<file path="src/rtl/multicycle_sequencer.sv">
//------------------------------------------------------------------------------
// multicycle_sequencer
//
// Sequences the multi-cycle RV32I datapath through
// FETCH -> DECODE -> EXECUTE -> [MEMORY] -> WRITE and drives one enable per
// stage. Around that sequence it provides:
//   - req/ack handshakes with instruction and data memory,
//   - run/halt control,
//   - an internal PC register with an alignment check on the next PC,
//   - a memory-wait timeout,
//   - a retired-instruction counter.
//
// Ports:
//   clk, rst            clock (rising edge) and asynchronous active-high reset
//   run                 1 = keep executing, 0 = stop after current instruction
//   imem_req/imem_ack   instruction memory handshake (req high in FETCH)
//   dmem_req/dmem_ack   data memory handshake (req high in MEMORY)
//   need_mem, need_wb   decoder flags, sampled in DECODE
//   halt_req            decoder ebreak/illegal flag, sampled in DECODE
//   pc_next             next PC from the PC mux, consumed in WRITE
//   pc                  current PC
//   if_en..wb_en        per-stage enables (Moore, from the registered state)
//   retire              pulse in WRITE when the instruction completes
//   halted, err         sticky halt / error flags
//   instret             retired-instruction count (wraps)
//------------------------------------------------------------------------------
`timescale 1ns/1ps

module multicycle_sequencer #(
    parameter int              XLEN        = 32,
    parameter logic [XLEN-1:0] RESET_PC    = {XLEN{1'b0}},
    parameter int              MEM_TIMEOUT = 16,
    parameter int              CNT_W       = 32
) (
    input  logic             clk,
    input  logic             rst,
    input  logic             run,
    output logic             imem_req,
    input  logic             imem_ack,
    output logic             dmem_req,
    input  logic             dmem_ack,
    input  logic             need_mem,
    input  logic             need_wb,
    input  logic             halt_req,
    input  logic [XLEN-1:0]  pc_next,
    output logic [XLEN-1:0]  pc,
    output logic             if_en,
    output logic             id_en,
    output logic             exe_en,
    output logic             mem_en,
    output logic             wb_en,
    output logic             retire,
    output logic             halted,
    output logic             err,
    output logic [CNT_W-1:0] instret
);

    typedef enum logic [2:0] {
        ST_HALT    = 3'd0,
        ST_IDLE    = 3'd1,
        ST_FETCH   = 3'd2,
        ST_DECODE  = 3'd3,
        ST_EXECUTE = 3'd4,
        ST_MEMORY  = 3'd5,
        ST_WRITE   = 3'd6,
        ST_ERROR   = 3'd7
    } state_t;

    // The wait counter only has to reach MEM_TIMEOUT-1: at that count an
    // ack-less cycle leaves the wait state for ERROR.
    localparam int              WAIT_W     = (MEM_TIMEOUT > 1) ? $clog2(MEM_TIMEOUT) : 1;
    localparam logic [WAIT_W-1:0] WAIT_LAST = WAIT_W'((MEM_TIMEOUT > 0) ? (MEM_TIMEOUT - 1) : 0);
    localparam logic            TIMEOUT_ON = (MEM_TIMEOUT > 0);

    state_t            state_r;
    state_t            state_nxt_s;
    logic [XLEN-1:0]   pc_r;
    logic [CNT_W-1:0]  instret_r;
    logic              halted_r;
    logic              err_r;
    logic              need_mem_r;
    logic              need_wb_r;
    logic [WAIT_W-1:0] wait_cnt_r;
    logic              wait_last_s;
    logic              misalign_s;
    logic              commit_s;

    // Next-state logic and the WRITE-stage commit decision.
    always_comb begin
        state_nxt_s = state_r;
        wait_last_s = TIMEOUT_ON && (wait_cnt_r == WAIT_LAST);
        misalign_s  = (pc_next[1:0] != 2'b00);
        commit_s    = 1'b0;
        case (state_r)
            ST_HALT: begin
                state_nxt_s = ST_IDLE;
            end
            ST_IDLE: begin
                if (run && !halted_r) begin
                    state_nxt_s = ST_FETCH;
                end else begin
                    state_nxt_s = ST_IDLE;
                end
            end
            ST_FETCH: begin
                // An ack in the last allowed wait cycle still wins.
                if (imem_ack) begin
                    state_nxt_s = ST_DECODE;
                end else if (wait_last_s) begin
                    state_nxt_s = ST_ERROR;
                end else begin
                    state_nxt_s = ST_FETCH;
                end
            end
            ST_DECODE: begin
                if (halt_req) begin
                    state_nxt_s = ST_IDLE;
                end else begin
                    state_nxt_s = ST_EXECUTE;
                end
            end
            ST_EXECUTE: begin
                if (need_mem_r) begin
                    state_nxt_s = ST_MEMORY;
                end else begin
                    state_nxt_s = ST_WRITE;
                end
            end
            ST_MEMORY: begin
                if (dmem_ack) begin
                    state_nxt_s = ST_WRITE;
                end else if (wait_last_s) begin
                    state_nxt_s = ST_ERROR;
                end else begin
                    state_nxt_s = ST_MEMORY;
                end
            end
            ST_WRITE: begin
                // A misaligned next PC aborts the instruction without retiring it.
                if (misalign_s) begin
                    state_nxt_s = ST_ERROR;
                end else begin
                    commit_s = 1'b1;
                    if (run) begin
                        state_nxt_s = ST_FETCH;
                    end else begin
                        state_nxt_s = ST_IDLE;
                    end
                end
            end
            ST_ERROR: begin
                state_nxt_s = ST_ERROR;
            end
            default: begin
                state_nxt_s = ST_ERROR;
            end
        endcase
    end

    // State register.
    always_ff @(posedge clk or posedge rst) begin
        if (rst) begin
            state_r <= ST_HALT;
        end else begin
            state_r <= state_nxt_s;
        end
    end

    // PC and retired-instruction counter, updated only on a clean commit.
    always_ff @(posedge clk or posedge rst) begin
        if (rst) begin
            pc_r      <= RESET_PC;
            instret_r <= {CNT_W{1'b0}};
        end else if (commit_s) begin
            pc_r      <= pc_next;
            instret_r <= instret_r + CNT_W'(1'b1);
        end else begin
            pc_r      <= pc_r;
            instret_r <= instret_r;
        end
    end

    // Sticky halt and error flags.
    always_ff @(posedge clk or posedge rst) begin
        if (rst) begin
            halted_r <= 1'b0;
            err_r    <= 1'b0;
        end else begin
            if (state_r == ST_DECODE && halt_req) begin
                halted_r <= 1'b1;
            end else if (state_r == ST_IDLE && !run) begin
                halted_r <= 1'b0;
            end else begin
                halted_r <= halted_r;
            end
            err_r <= err_r | (state_nxt_s == ST_ERROR);
        end
    end

    // Decoder flags captured in DECODE for use in later stages.
    always_ff @(posedge clk or posedge rst) begin
        if (rst) begin
            need_mem_r <= 1'b0;
            need_wb_r  <= 1'b0;
        end else if (state_r == ST_DECODE) begin
            need_mem_r <= need_mem;
            need_wb_r  <= need_wb;
        end else begin
            need_mem_r <= need_mem_r;
            need_wb_r  <= need_wb_r;
        end
    end

    // Wait counter: zero outside FETCH/MEMORY, so it restarts on every entry.
    always_ff @(posedge clk or posedge rst) begin
        if (rst) begin
            wait_cnt_r <= {WAIT_W{1'b0}};
        end else if (TIMEOUT_ON && state_nxt_s == state_r &&
                     (state_r == ST_FETCH || state_r == ST_MEMORY)) begin
            wait_cnt_r <= wait_cnt_r + WAIT_W'(1'b1);
        end else begin
            wait_cnt_r <= {WAIT_W{1'b0}};
        end
    end

    assign if_en    = (state_r == ST_FETCH);
    assign id_en    = (state_r == ST_DECODE);
    assign exe_en   = (state_r == ST_EXECUTE);
    assign mem_en   = (state_r == ST_MEMORY);
    assign wb_en    = (state_r == ST_WRITE) && need_wb_r;
    assign imem_req = (state_r == ST_FETCH);
    assign dmem_req = (state_r == ST_MEMORY);
    assign retire   = commit_s;
    assign pc       = pc_r;
    assign instret  = instret_r;
    assign halted   = halted_r;
    assign err      = err_r;

endmodule

</file>
<file path="config.mk">
export PLATFORM = sky130hd
export DESIGN_NAME = multicycle_sequencer
export DESIGN_NICKNAME = d
export VERILOG_FILES = /design/src/rtl/multicycle_sequencer.sv
export SDC_FILE = /design/constraint.sdc
export NUM_CORES = 1
export LEC_CHECK = 0
export BUFFER_PORTS_ARGS = -buffer_cell sky130_fd_sc_hd__buf_4
export CAP_MARGIN = 10
export CORE_ASPECT_RATIO = 0.5
export CORE_MARGIN = 4
export CORE_UTILIZATION = 45
export CTS_CLUSTER_DIAMETER = 100
export DETAILED_ROUTE_END_ITERATION = 16
export PLACE_DENSITY = 0.88
export SLEW_MARGIN = 10
export SYNTH_ARGS = -nofsm -noshare
export SYNTH_HDL_FRONTEND = slang
export SYNTH_SLANG_ARGS = --single-unit
export TNS_END_PERCENT = 5
</file>
<file path="constraint.sdc">
create_clock -name clk -period 2.2 [get_ports clk]
set_clock_uncertainty 0.2 [all_clocks]
set_input_delay 0.22 -clock clk [delete_from_list [all_inputs] [get_ports clk]]
set_output_delay 0.22 -clock clk [all_outputs]
set_load 0.02 [all_outputs]
</file>
==> impl_results.md <==
- Worst Path Max Fanout: 5
- Worst-Skew Late Latency: 0.33 ns
- Commonest non-fill, non-tap cell in the layout: buf_4
- Post-route cell area: 4870 um^2
- Worst slew pin tran: 0.608 ns
- CTS tree: built
- Area after DPL: 4270 um^2
- Vias per std cell: 5.08
- MaxCap Viol Count: 0
- DP HPWL: 5.72 mm
- Pwr dens: 1080 nW/um^2
- Fin crit share: 98.9%
- Fill count: 466
- Share of cells above drive strength 1: 30.2%
- Placed cell count: 530
- Die width: 128 um
- Residual DRC: 0
- Hold/Removal Path Class: input port to register
- CTS H-tree depth: 3
- Initial Util: 47.5%
- Core Util, Final: 71.0%
- Root Driver: clkbuf_16
- Iter 0 DRT Violations: 206
- Syn avg cell area: 9.96 um^2
- Final hold viol count: 0
- Global-route wire length before repair: 14.6 mm
- Largest net degree at the start of global routing: 35
- Row count: 21
- Max IR drop VDD: 689 uV
- Worst Path Required: 2.25 ns
- RSZ-0062 raised after global routing: yes
- Nets: 525
- Max Fclk: 459 MHz
- DRT antenna net count: 0
- Mapped Cells: 327
- Vias in the first global route: 2995
- GPL Wtd Cong: 0.883
- Lkg Pwr: 2.47 nW
- Postcts setup bufs: 0
- Die area: 8740 um^2
- Final Slew Violations: 0
- Overall routing resource usage: 21.9%
- TNS Setup: 0 ns
- IO Pins: 114
- Relative slew slack: 59.4%
- Antenna violations before repair: 0
- I/O Buffers: 113
- Final setup violation count: 0
- TritonCTS Buffers: 9
- CP Class: register to register
- Yosys reg bits: 75
- P&R area growth vs syn: 49.7%
- Ranking of synthesized cells by area: dfrtp_1, nand2_1, xnor2_1
- Most frequent cells in the layout: buf_4, nand2_1, dfrtp_1, dlygate4sd3_1, xnor2_1
- Routed WL: 9.32 mm
- Routed vias: 2949
- Die Height: 68.1 um
- Setup crit start kind: register
- Clk sinks: 75
- Run status: finished, final reports clean
- Final min period: 2.18 ns
- Reg clk slew, reported paths: 0.05 ns
- Synth Net Count: 369
- Drt pass-1 iters: 4
- Synth Cell Area: 3260 um^2
- Area of the core: 6860 um^2
- Area share of the largest cell type after synthesis: 57.6%
- CP endpoint kind: register
- YS warnings: 0
- Post-synthesis sequential area ratio: 57.6%
- Flop2flop setup slack: 0.02 ns
- Grt ovf: 0
- Max clock buf depth: 2
- Post-synth top area cell: dfrtp_1
- WP data arrival: 2.22 ns
- Wire length per cell: 16.1 um
- Non-filler cells in the finished layout: 580
- Yosys cell types: 40
-- cell usage after synthesis, drive strengths merged --
library cell  count
nand2           106
dfrtp            75
xnor2            27
nand3            17
nor2             12
nand4            11
clkbuf            8
inv               8
buf               6
xor2              6
and3              5
nor2b             5
nor3              5
nor4              5
a21oi             3
and4              3
and2              2
ha                2
mux2              2
nand2b            2
nor3b             2
o21ai             2
a22o              1
a22oi             1
a311o             1
a311oi            1
a31o              1
o211ai            1
o21a              1
o22a              1
o22ai             1
o32ai             1
or2               1
or3               1
or4b              1
-- worst max-delay path, cell delays in order (launching register included) --
cell and delay, ns:
dfrtp_1 0.38, or4b_1 0.64, buf_4 0.21, or2_2 0.33
nor2_1 0.18, xnor2_1 0.15
-- final cells by class --
cell class	count	area [um^2]	area share, %
Sequential cell	75	1880	38.5
Timing Repair Buffer	159	1300	26.8
Multi-Input combinational cell	230	1280	26.2
Clock buffer	12	246	5.06
Tap cell	92	115	2.36
Inverter	8	33.8	0.693
Clock inverter	3	15.0	0.308
Antenna cell	1	2.50	0.0514
-- what timing repair did --
| item | CTS | global route |
|---|---|---|
| hold endpoints to repair | 59 | 0 |
| setup endpoints to repair | 0 | 7 |
| gates resized for setup | 0 | 1 |
| hold buffers | 34 | 0 |
-- final timing paths --
| check | end | startpoint | cells after the start |
|---|---|---|---|
| worst max-delay path | instret[8]$_DFFE_PP0P_ | state_r[0]$_DFF_PP0_ | 5 |
| worst min-delay path | state_r[1]$_DFF_PP0_ | run | 3 |
| worst max register to register | instret[8]$_DFFE_PP0P_ | state_r[0]$_DFF_PP0_ | 5 |
| worst min register to register | wait_cnt_r[0]$_DFF_PP0_ | wait_cnt_r[0]$_DFF_PP0_ | 1 |
| max in group asynchronous | instret[1]$_DFFE_PP0P_ | rst | 4 |
| min in group asynchronous | pc[20]$_DFFE_PP0P_ | rst | 3 |
-- power by group --
part           total, mW  switching, mW  internal (mW)
Sequential          2.00          0.262           1.73
Clock               1.30          0.517          0.781
Combinational       1.97           1.15          0.826
-- sequential cells by signal (all words and copies together), names as in the netlist --
signal and count:
err 1, halted 1, instret 32, need_mem_r 1, need_wb_r 1, pc 32
state_r 3, wait_cnt_r 4
-- stage by stage --
| stage | power [mW] | setup WS (ns) | hold WS, ns |
|---|---|---|---|
| 6_report | 5.27 | 0.0234 | 0.0734 |
| 5_1_grt | 5.52 | -0.0191 | 0.100 |
| 4_1_cts | 5.22 | 0.0361 | 0.0384 |
| 3_5_place_dp | 3.84 | 0.0513 | 0.134 |
| 3_3_place_gp | 3.78 | 0.129 | 0.132 |
| 2_1_floorplan | 3.01 | 0.131 | 0.125 |
-- cell families after synthesis --
logic type,synth area share (%)
simple gates,25.6
flops,57.6
xor+xnor,8.88
buf+inv,3.15
compound gates,3.31
mux,0.692
fa+ha+maj,0.769
-- routing by layer --
metal / track usage, % / up-vias / wire [um]
li1: - / 1394 / -
met1: 23.8 / 1430 / 3680
met2: 40.1 / 100 / 4960
met3: 6.86 / 25 / 442
met4: 9.92 / 0 / 243
met5: 0 / - / 0
Power figures use the tool's default switching activity.
